$ cat src/rtl/aurora_ordered_set_detector.sv
// Receive-side Aurora ordered-set recogniser: turns one decoded 8B/10B character per cycle
// into an ordered-set code, a pass-through data character, or a protocol-error pulse.
`ifndef ENCODER_DATA_IN_SIZE
`define ENCODER_DATA_IN_SIZE 8
`endif
`ifndef ORDERED_SEQUENCE_SIZE
`define ORDERED_SEQUENCE_SIZE 32
`endif

module aurora_ordered_set_detector #(
  parameter int DATA_SIZE = `ENCODER_DATA_IN_SIZE,
  parameter int ERR_CNT_W = 8
) (
  input  logic                              clk,
  input  logic                              rst,
  input  logic                              rx_valid,
  input  logic [DATA_SIZE-1:0]              rx_data,
  input  logic                              rx_is_k,
  input  logic                              rx_code_err,
  output logic                              os_valid,
  output logic [`ORDERED_SEQUENCE_SIZE-1:0] os_type,
  output logic                              data_valid,
  output logic [DATA_SIZE-1:0]              data_out,
  output logic                              os_err,
  output logic [ERR_CNT_W-1:0]              err_cnt
);
  // Code value = wire characters packed little-endian (first character in the LSB byte).
  typedef enum logic [`ORDERED_SEQUENCE_SIZE-1:0] {
    NONE  = 32'h0000_0000,
    SP    = 32'h4A4A_4ABC,
    SPA   = 32'h2C2C_2CBC,
    VER   = 32'hE8E8_E8BC,
    SCP   = 32'h0000_FB5C,
    ECP   = 32'h0000_FEFD,
    CC    = 32'h0000_F7F7,
    K     = 32'h0000_00BC,
    R     = 32'h0000_001C,
    A     = 32'h0000_007C,
    P_SUF = 32'h0000_009C,
    SNF   = 32'h0000_00DC
  } ordered_sets_e;

  typedef enum logic [2:0] {
    IDLE, GOT_K28_5, COLLECT1, COLLECT2, GOT_SCP1, GOT_ECP1, GOT_CC1
  } state_e;

  localparam logic [7:0] K28_5 = 8'hBC, D10_2 = 8'h4A, D12_1 = 8'h2C, D08_7 = 8'hE8;
  localparam logic [7:0] K28_2 = 8'h5C, K27_7 = 8'hFB, K29_7 = 8'hFD, K30_7 = 8'hFE;
  localparam logic [7:0] K23_7 = 8'hF7, K28_4 = 8'h9C, K28_0 = 8'h1C, K28_3 = 8'h7C;
  localparam logic [7:0] K28_6 = 8'hDC;

  state_e               state, state_n;
  logic [DATA_SIZE-1:0] coll, coll_n;
  logic                 osv_n, dv_n, err_n, replay;
  ordered_sets_e        ost_n;
  logic [DATA_SIZE-1:0] dout_n;

  always_comb begin
    state_n = state;
    coll_n  = coll;
    osv_n   = 1'b0;
    ost_n   = NONE;
    dv_n    = 1'b0;
    dout_n  = '0;
    err_n   = 1'b0;
    replay  = 1'b0;
    if (rx_valid) begin
      if (rx_code_err) begin
        err_n   = 1'b1;
        state_n = IDLE;
        if (state == GOT_K28_5) begin
          osv_n = 1'b1;
          ost_n = K;
        end
      end else begin
        case (state)
          IDLE: replay = 1'b1;
          GOT_K28_5:
            if (!rx_is_k && (rx_data == D10_2 || rx_data == D12_1 || rx_data == D08_7)) begin
              state_n = COLLECT1;
              coll_n  = rx_data;
            end else begin
              osv_n  = 1'b1;
              ost_n  = K;
              replay = 1'b1;
            end
          COLLECT1, COLLECT2:
            if (!rx_is_k && rx_data == coll) begin
              if (state == COLLECT1) state_n = COLLECT2;
              else begin
                state_n = IDLE;
                osv_n   = 1'b1;
                case (coll)
                  D10_2:   ost_n = SP;
                  D12_1:   ost_n = SPA;
                  default: ost_n = VER;
                endcase
              end
            end else begin
              err_n  = 1'b1;
              replay = 1'b1;
            end
          GOT_SCP1, GOT_ECP1, GOT_CC1:
            if (rx_is_k && state == GOT_SCP1 && rx_data == K27_7) begin
              state_n = IDLE; osv_n = 1'b1; ost_n = SCP;
            end else if (rx_is_k && state == GOT_ECP1 && rx_data == K30_7) begin
              state_n = IDLE; osv_n = 1'b1; ost_n = ECP;
            end else if (rx_is_k && state == GOT_CC1 && rx_data == K23_7) begin
              state_n = IDLE; osv_n = 1'b1; ost_n = CC;
            end else begin
              err_n  = 1'b1;
              replay = 1'b1;
            end
          default: state_n = IDLE;
        endcase
      end
      // Character re-examined as a fresh start. A pending K keeps the single os slot,
      // so a single-character code arriving right after a lone K28.5 is absorbed.
      if (replay) begin
        state_n = IDLE;
        if (!rx_is_k) begin
          dv_n   = 1'b1;
          dout_n = rx_data;
        end else begin
          case (rx_data)
            K28_5: state_n = GOT_K28_5;
            K28_2: state_n = GOT_SCP1;
            K29_7: state_n = GOT_ECP1;
            K23_7: state_n = GOT_CC1;
            K28_4, K28_0, K28_3, K28_6:
              if (!osv_n) begin
                osv_n = 1'b1;
                case (rx_data)
                  K28_4:   ost_n = P_SUF;
                  K28_0:   ost_n = R;
                  K28_3:   ost_n = A;
                  default: ost_n = SNF;
                endcase
              end
            default: err_n = 1'b1;
          endcase
        end
      end
    end
  end

  always_ff @(posedge clk or posedge rst) begin
    if (rst) begin
      state      <= IDLE;
      coll       <= '0;
      os_valid   <= 1'b0;
      os_type    <= NONE;
      data_valid <= 1'b0;
      data_out   <= '0;
      os_err     <= 1'b0;
      err_cnt    <= '0;
    end else begin
      state      <= state_n;
      coll       <= coll_n;
      os_valid   <= osv_n;
      os_type    <= ost_n;
      data_valid <= dv_n;
      data_out   <= dout_n;
      os_err     <= err_n;
      if (err_n && err_cnt != '1) err_cnt <= err_cnt + 1'b1;
    end
  end
endmodule

$ cat config.mk
export PLATFORM = sky130hd
export DESIGN_NAME = aurora_ordered_set_detector
export DESIGN_NICKNAME = d
export VERILOG_FILES = /design/src/rtl/aurora_ordered_set_detector.sv
export SDC_FILE = /design/constraint.sdc
export NUM_CORES = 1
export LEC_CHECK = 0
export CELL_PAD_IN_SITES_DETAIL_PLACEMENT = 0
export CELL_PAD_IN_SITES_GLOBAL_PLACEMENT = 1
export CORE_AREA = 10 10 93 95
export CTS_CLUSTER_SIZE = 40
export DETAILED_ROUTE_END_ITERATION = 7
export DIE_AREA = 0 0 103 105
export PLACE_DENSITY = 0.82
export REMOVE_ABC_BUFFERS = 1
export SLEW_MARGIN = 20
export SYNTH_ARGS = -nofsm -noshare
export SYNTH_HDL_FRONTEND = slang
export SYNTH_SLANG_ARGS = --single-unit
$ cat constraint.sdc
create_clock -name clk -period 3.9 [get_ports clk]
set_input_delay 0.78 -clock clk [delete_from_list [all_inputs] [get_ports clk]]
set_output_delay 0.78 -clock clk [all_outputs]
set_load 0.005 [all_outputs]
==> results.toml <==
[cells_and_area]
stdcell_count = 396
drive_above_1_share_pct = 13.3
finish.instance_area_um2 = 3420
antenna_cells = 0
area_delta_synth_final_pct = 22.0
layout.nets = 329

[timing]
fin_crit_ns = 3.09
slew_viol_final = 0
hold_violations = 0
tns_ns = 0
period_share_pct = 79.2
rsz0062_at_grt = "no"
setup_ws_ns = 0.810
fmax_mhz = 324
relSlewSlack_pct = 42.8
worstMarginPinSlew_ns = 0.857
fin_skew_ns = 0.00892
setup_violations = 0

[detailed_routing]
ant_nets = 0
post_drt_wl_per_cell_um = 16.7
vias_per_cell = 5.39
first_pass_iters = 4
routed-via-count = 2135
routed_wl_mm = 6.60
drc = 0
drtIter0Drc = 108

[floorplanning]
rows = 30
die_x_um = 103
fp.dieH_um = 105
initial_core_util_pct = 41.5
die-area_um2 = 10800
core-area_um2 = 6760
io_pins = 64

[worst_hold_path]
worstHoldPathCells = 1
hp-start = "err_cnt[3]"
holdPathEnd = "err_cnt[3]"
min_path_type = "reg2reg"

[global_routing]
grt_pass1_wl_mm = 11.1
antenna_found_initial = 0
grt_max_degree = 52
grt_pass1_vias = 2155
track_usage_pct = 12.5
grt.overflow.total = 0

[place]
postPlaceCellArea_um2 = 3300
dp_hpwl_mm = 5.12
dpl.cell_count = 388
dpl_worst_slack_ns = 0.547
gp_congestion = 0.843
port_buffers = 59

[cts]
ctsHoldBuffers = 0
cts.clk_slew.worst_paths_ns = 0.09
clk_latency_ns = 0.30
clockBufferDepth = 2
cts-buffers-inserted = 5
tritoncts = "built"
cts_resized = 0
htreeDepth = 2
clock_sinks = 51
cts_root_buf = "clkbuf_8"
post_cts_buffers = 0

[synth]
synth.avg_cell_area_um2 = 10.5
async_flop_share_pct = 100
ys_warn_count = 0
synth_edf_count = 0
ys.flop_type = "dfrtp_1"
synthesis.area_um2 = 2800
ys_seq_area_share_pct = 45.5
ys_ff_latch = 51
syn_inst = 268
ys_types = 63

[pwr]
leakagePower_uw = 0.00144
p_sw_uw = 317
sw_frac_of_total_pct = 25.9
combPwrFrac_pct = 19.4
peakVddDrop_uv = 228
intPower_uw = 906
p_clk_share_pct = 30.8
power_frac_seq_pct = 49.8
p_per_area_nw_per_um2 = 357

[setup_path]
reg2reg_slack_ns = 1.47
r2r_end = "os_type[5]"
arrival_ns = 3.29
reg2regPathDepth = 6
r2r_start = "state[0]"
criticalPathCategory = "in2reg"
critPathRequiredTime_ns = 4.11
worstSetupStartpointType = "primary input"
cp_max_fo = 14
endpoint_kind = "register"

[flow_run]
max-cap-violations = 0

[run_status]
status = "finished clean"
## cell type report
class,count,area (um2)
Clock buffer,6,82.6
Clock inverter,2,35.0
Fill cell,625,3330
Inverter,9,35.0
Multi-Input combinational cell,187,1290
Sequential cell,51,1280
Tap cell,80,100
Timing Repair Buffer,61,606
## metal layers
layer  wire [um]  GRT usage, %
met3         466          2.96
met2        3220          20.2
met1        2850          16.0
met5           0             0
met4          70          3.38
## worst max-delay path, cell delays in order
cell             delay [ns]
clkdlybuf4s50_1        0.77
nand4b_1               0.32
nor4_1                 0.51
a21oi_1                0.16
or4_4                  0.48
o41ai_2                0.27
## per-stage QoR
stage               total power [uW]  util, %  hold slack, ns
floorplan                        725        -           0.475
global placement                 860     48.9           0.478
detailed placement               863     48.9           0.487
CTS                             1240     50.6           0.500
global route                    1290     50.6           0.526
finish                          1220     50.6           0.494
## how the worst max path moves through the flow
stage / from / endpoint / slack [ns]
detailed placement: rx_data[6] / os_type[5] / 0.55
finish: rx_data[2] / os_type[5] / 0.81
global placement: rx_data[7] / os_type[5] / 0.57
floorplan: rx_data[3] / os_type[5] / 1.48
CTS: rx_data[6] / os_type[5] / 0.86
global route: rx_data[2] / os_type[5] / 0.55
## flip-flops by register name, indices dropped and copies added, names as in the netlist
name	count
err_cnt	8
state	3
coll	8
os_valid	1
data_valid	1
os_type	21
data_out	8
os_err	1
## power groups by stage
stage	Sequential (uW)	Combinational, uW	Clock [uW]
2_1_floorplan	617	108	0
3_3_place_gp	620	240	0
3_5_place_dp	622	241	0
4_1_cts	610	242	385
5_1_grt	619	264	409
6_report	609	237	376
## cell families (layout without fill, tap and decap cells)
family	Yosys count	after routing	share of synthesized area, %
adders and majority gates	1	1	0.446
buffers and inverters	33	78	8.97
and+or+nand+nor	114	114	24.6
xor gates and xnor gates	12	12	3.75
DFF	51	51	45.5
AOI/OAI and AO/OA	46	46	12.6
muxes	10	10	3.97
other	1	4	0.134
## Yosys cell counts, types with 3 or more instances
| cell type | number | share of area (%) |
|---|---|---|
| dfrtp_1 | 51 | 46 |
| nand2_1 | 19 | 2.5 |
| nor2_1 | 16 | 2.1 |
| buf_4 | 13 | 3.5 |
| a21oi_1 | 12 | 2.1 |
| nand3_1 | 12 | 2.1 |
| xor2_1 | 12 | 3.7 |
| and2_1 | 10 | 2.2 |
| mux2_2 | 9 | 3.6 |
| inv_1 | 8 | 1.1 |
| o21ai_0 | 8 | 1.4 |
| nor3_1 | 7 | 1.2 |
| nor4_1 | 7 | 1.6 |
| or2_2 | 6 | 1.3 |
| buf_6 | 5 | 2.0 |
| clkbuf_8 | 4 | 2.0 |
| nand3b_1 | 4 | 1.1 |
| nand4_1 | 4 | 0.89 |
| nand4b_1 | 3 | 0.94 |
| nor4bb_1 | 3 | 1.1 |
| o211ai_1 | 3 | 0.80 |
| o31ai_1 | 3 | 0.80 |
## cell usage in the layout (no fill, tap or decap), drive strengths merged, types with 3 or more instances in the layout
| cell type | count |
|---|---|
| clkdlybuf4s50 | 59 |
| dfrtp | 51 |
| nand2 | 19 |
| nor2 | 16 |
| nand3 | 12 |
| a21oi | 12 |
| xor2 | 12 |
| and2 | 12 |
| mux2 | 9 |
| o21ai | 9 |
| nor4 | 8 |
| nor3 | 7 |
| inv | 7 |
| or2 | 6 |
| clkbuf | 6 |
| o31ai | 5 |
| nand3b | 4 |
| nand4 | 4 |
| conb | 4 |
| o211ai | 4 |
| nor4bb | 3 |
| nand4b | 3 |
| and4 | 3 |
| clkinv | 3 |
(Power assumes the default switching activity.)
